### config.mk
export PLATFORM = sky130hd
export DESIGN_NAME = mem_port_arbiter
export DESIGN_NICKNAME = d
export VERILOG_FILES = /design/src/rtl/mem_port_arbiter.sv
export SDC_FILE = /design/constraint.sdc
export NUM_CORES = 1
export LEC_CHECK = 0
export CAP_MARGIN = 20
export CORE_AREA = 2 2 105 107
export DETAILED_ROUTE_END_ITERATION = 10
export DIE_AREA = 0 0 107 109
export PLACE_DENSITY = 0.62
export SYNTH_ARGS = -nofsm -noshare
export SYNTH_HDL_FRONTEND = slang
export SYNTH_SLANG_ARGS = --single-unit
### constraint.sdc
create_clock -name CLK -period 1.75 [get_ports CLK]
set_input_delay 0.175 -clock CLK [delete_from_list [all_inputs] [get_ports CLK]]
set_output_delay 0.175 -clock CLK [all_outputs]
set_load 0.01 [all_outputs]
### src/rtl/mem_port_arbiter.sv
`default_nettype none
// =============================================================================
// mem_port_arbiter : two-requester round-robin arbiter onto one memory port,
//                    with a per-transaction wait-state timeout.
// Revision 1.0
// =============================================================================
module mem_port_arbiter #(
  parameter logic PRIO_INIT = 1'b0,
  parameter int   WAIT_MAX  = 15
) (
  input  logic        CLK,
  input  logic        RST,
  input  logic        REQ0,
  input  logic        REQ1,
  input  logic [31:0] ADDR0,
  input  logic [31:0] ADDR1,
  input  logic [31:0] WDATA0,
  input  logic [31:0] WDATA1,
  input  logic        WE0,
  input  logic        WE1,
  output logic        ACK0,
  output logic        ACK1,
  output logic        ERR0,
  output logic        ERR1,
  output logic [31:0] RDATA,
  output logic        MEM_VALID,
  output logic [31:0] MEM_ADDR,
  output logic [31:0] MEM_WDATA,
  output logic        MEM_WE,
  input  logic        MEM_READY,
  input  logic [31:0] MEM_RDATA,
  output logic        SEL
);

  localparam logic [1:0] c_IDLE  = 2'd0;
  localparam logic [1:0] c_BUSY0 = 2'd1;
  localparam logic [1:0] c_BUSY1 = 2'd2;
  localparam logic [7:0] c_WAIT_MAX = WAIT_MAX[7:0];

  logic [1:0] state_q, state_d;
  logic       sel_q, sel_d;
  logic       last_q, last_d;
  logic [7:0] cnt_q, cnt_d;

  logic w_busy;
  logic w_done;
  logic w_timeout;
  logic w_grant;

  assign w_busy = (state_q == c_BUSY0) || (state_q == c_BUSY1);

  // A reset landing mid-transaction suppresses the completion/timeout pulse.
  assign w_done    = w_busy && MEM_READY && !RST;
  assign w_timeout = w_busy && !MEM_READY && (cnt_q == c_WAIT_MAX) && !RST;

  assign w_grant = (REQ0 && REQ1) ? ~last_q : REQ1;

  always_comb begin
    state_d = state_q;
    sel_d   = sel_q;
    last_d  = last_q;
    cnt_d   = cnt_q;
    case (state_q)
      c_IDLE: begin
        if (REQ0 || REQ1) begin
          sel_d   = w_grant;
          state_d = w_grant ? c_BUSY1 : c_BUSY0;
          cnt_d   = 8'd0;
        end
      end
      c_BUSY0, c_BUSY1: begin
        if (MEM_READY || (cnt_q == c_WAIT_MAX)) begin
          state_d = c_IDLE;
          last_d  = (state_q == c_BUSY1);
        end else begin
          cnt_d = cnt_q + 8'd1;
        end
      end
      default: state_d = c_IDLE;
    endcase
  end

  always_ff @(posedge CLK) begin
    if (RST) begin
      state_q <= c_IDLE;
      sel_q   <= PRIO_INIT;
      last_q  <= ~PRIO_INIT;
      cnt_q   <= 8'd0;
    end else begin
      state_q <= state_d;
      sel_q   <= sel_d;
      last_q  <= last_d;
      cnt_q   <= cnt_d;
    end
  end

  assign SEL       = sel_q;
  assign MEM_VALID = w_busy;
  assign MEM_ADDR  = sel_q ? ADDR1  : ADDR0;
  assign MEM_WDATA = sel_q ? WDATA1 : WDATA0;
  assign MEM_WE    = sel_q ? WE1    : WE0;
  assign RDATA     = MEM_RDATA;

  assign ACK0 = w_done    && (state_q == c_BUSY0);
  assign ACK1 = w_done    && (state_q == c_BUSY1);
  assign ERR0 = w_timeout && (state_q == c_BUSY0);
  assign ERR1 = w_timeout && (state_q == c_BUSY1);

endmodule
`default_nettype wire

==> flow_metrics.tcl <==
set metrics [dict create \
    grt_max_degree 30 \
    ys_ff_latch 12 \
    timing.rr.start "cnt_q[0]" \
    drive_gt1_share_pct 31.8 \
    path_cells "buf_12, buf_16, mux2_2, dlygate4sd2_1" \
    grt_pass1_wl_mm 12.6 \
    worstPathMaxFanout 29 \
    worstReg2RegEnd "cnt_q[4]" \
    slowest_stage "dfxtp_4" \
    vias 2261 \
    syn_inst 193 \
    irDropWorstVdd_v 0.000210 \
    slowest_delay_ns 0.39 \
    initial_core_util_pct 16.6 \
    drv_cap 0 \
    violations "negative setup slack" \
    cts.clk_slew.worst_paths_ns 0.06 \
    place_ws_ns -0.105 \
    place.gp.congestion 0.791 \
    power_switching_share_pct 30.2 \
    clockRootBuffer "clkbuf_8" \
    path_class "reg2out" \
    rrSetupSlack_ns 0.06 \
    drc 0 \
    grt_pass1_vias 2278 \
    tightestPinTransition_ns 0.334 \
    synthFlopType "dfxtp_1" \
    drtIter0Drc 108 \
    switching_power_uw 524 \
    reg2regPathDepth 7 \
    antenna_found_initial 8 \
    cts_max_level 1 \
    cts_buffers 3 \
    seqPwrFrac_pct 17.2 \
    critical_path.endpoint_type "output pin" \
    synthArstFlopShare_pct 0 \
    dp_cells 526 \
    clk_latency_ns 0.25 \
    dr.pass1.iters 4 \
    intPower_mw 1.21 \
    setup_ws_ns -0.00621 \
    min_period_ns 1.76 \
    cts_tree "done" \
    whs_path_depth 0 \
    holdPathEnd "RDATA[10]" \
    cp_data_required_time_ns 1.57 \
    nNetsFinal 565 \
    power_density_nw_per_um2 429 \
    start_kind "flip-flop" \
    cts.sinks 12 \
    rows 38 \
    syn_nets 364 \
    n_fill_cell 1076 \
    clockBufferDepth 2 \
    die_area_um2 11700 \
    via_per_inst 4.23 \
    synth.lib_cells_used.distinct 38 \
    p_clk_share_pct 18.2 \
    syn_area_um2 1760 \
    syn_avg_cell_area_um2 9.10 \
    post_drt_wl_per_cell_um 17.3 \
    synth_edf_count 0 \
    port_buffers 205 \
    wirelength_mm 9.23 \
    die_h_um 109 \
    synth_warnings 0 \
    final-setup-viol-count 2 \
    min-delay-start "MEM_RDATA[10]" \
    total_leakage_power_nw 1.64 \
    fin_skew_ns 0.000378 \
    ant_nets 0 \
    p_comb_share_pct 64.6 \
    slew_viol_final 0 \
    stdcell_count 535 \
    dieWidth_um 107 \
    grt-ovfl-total 0 \
    slew_headroom_pct 77.7 \
    hp-class "in2out" \
    status "finished, violations left" \
    grt_usage_pct 14.2 \
    clock.fmax_mhz 569 \
    dp_hpwl_mm 7.94 \
    rsz0062_at_grt "true" \
    core_um2 10600 \
    hold_violations 0 \
    period_share_pct 100 \
    arrival_ns 1.58 \
    ys_seq_area_share_pct 13.7 \
    area_growth_pct 130 \
    boundaryPins 270 \
]
[state kept, by name, indices dropped and copies added (netlist names)]
register / cells
SEL: 1
last_q: 1
cnt_q: 8
state_q: 2
[worst max-delay path by stage]
stage / from / to / slack, ns
finish: SEL / MEM_ADDR[10] / -0.006
global route: SEL / MEM_ADDR[10] / -0.04
CTS: SEL / MEM_WDATA[13] / -0.11
detailed placement: state_q[0] / ACK1 / -0.11
global placement: state_q[0] / ACK1 / -0.06
floorplan: state_q[0] / cnt_q[5] / 0.08
[cells in the mapped netlist (3+ instances only)]
cell / number / area share [%]
mux2_2: 65 / 42
buf_4: 32 / 14
dfxtp_1: 12 / 14
o21ai_0: 9 / 2.6
a21oi_1: 7 / 2.0
and3_1: 6 / 2.1
inv_1: 6 / 1.3
nand2_1: 6 / 1.3
buf_2: 5 / 1.4
nor2_1: 5 / 1.1
a31oi_1: 4 / 1.4
ha_1: 4 / 2.9
clkbuf_1: 3 / 0.64
nand3_1: 3 / 0.86
nor2b_1: 3 / 1.1
[critical path, delay by kind of cell, from the launching register on]
| kind | cells | cell delay, ns |
|---|---|---|
| buf+inv | 3 | 0.56 |
| flops | 1 | 0.39 |
| mux | 1 | 0.36 |
[per-stage QoR]
| stage | setup TNS (ns) | hold WS [ns] | util [%] | total power [mW] | area (um2) |
|---|---|---|---|---|---|
| 3_5_place_dp | -0.492 | 0.350 | 37.1 | 1.46 | 3930 |
| 5_1_grt | -0.0910 | 0.350 | 38.1 | 1.82 | 4040 |
| 2_1_floorplan | 0 | 0.341 | - | 0.790 | 1760 |
| 3_3_place_gp | -0.200 | 0.350 | 37.1 | 1.46 | 3930 |
| 4_1_cts | -0.320 | 0.350 | 37.2 | 1.70 | 3950 |
| 6_report | -0.00674 | 0.350 | 38.1 | 1.73 | 4040 |
[cells by family after synthesis]
group	after synthesis	synth area share, %
and+or+nand+nor	36	12.6
AOI/OAI and AO/OA	29	11.5
buffers and inverters	46	17.0
DFF	12	13.7
adders and majority gates	4	2.85
muxes	66	42.3
[power groups by stage]
stage / combinational [mW] / sequential, mW / clock (mW)
3_3_place_gp: 1.15 / 0.304 / 0
2_1_floorplan: 0.490 / 0.300 / 0
5_1_grt: 1.19 / 0.300 / 0.328
6_report: 1.12 / 0.299 / 0.316
3_5_place_dp: 1.16 / 0.304 / 0
4_1_cts: 1.08 / 0.300 / 0.322
[area by class of cell]
| type | instances | area, um2 | share of cell area, % |
|---|---|---|---|
| Antenna cell | 2 | 5.00 | 0.124 |
| Multi-Input combinational cell | 135 | 1260 | 31.2 |
| Inverter | 6 | 22.5 | 0.557 |
| Sequential cell | 12 | 246 | 6.10 |
| Clock buffer | 4 | 55.1 | 1.36 |
| Tap cell | 140 | 175 | 4.33 |
| Timing Repair Buffer | 236 | 2280 | 56.3 |
[layout by cell type (no fill, tap or decap), drive strengths merged, types with 2 or more instances in the layout]
master         count
nand2              6
a31oi              4
or3b               2
ha                 4
dlygate4sd2       34
a21oi              7
inv                6
nand3              3
dfxtp             12
nor2               5
diode              2
clkbuf            10
clkdlybuf4s50    135
nor2b              3
buf               31
dlymetal6s2s       3
clkdlybuf4s15     27
o21ai              9
mux2              65
and3               7
[layer usage]
layer / global-route usage, % / routed length (um) / part of all wire [%]
met5: 0 / 57 / 0.62
met4: 4.17 / 178 / 1.9
met3: 7.53 / 1250 / 14
met2: 23.6 / 4300 / 47
met1: 15.7 / 3450 / 37
[what timing repair did]
action / 4_1_cts / 5_1_grt
setup endpoints to repair: 75 / 14
setup buffers: 1 / 3
gates resized for setup: 78 / 55
cloned: 0 / 0
endpoints found under the hold margin: 0 / 0
hold buffers: 0 / 0
pin swaps: 1 / 2
No activity file was read; power rests on OpenSTA's default activity.
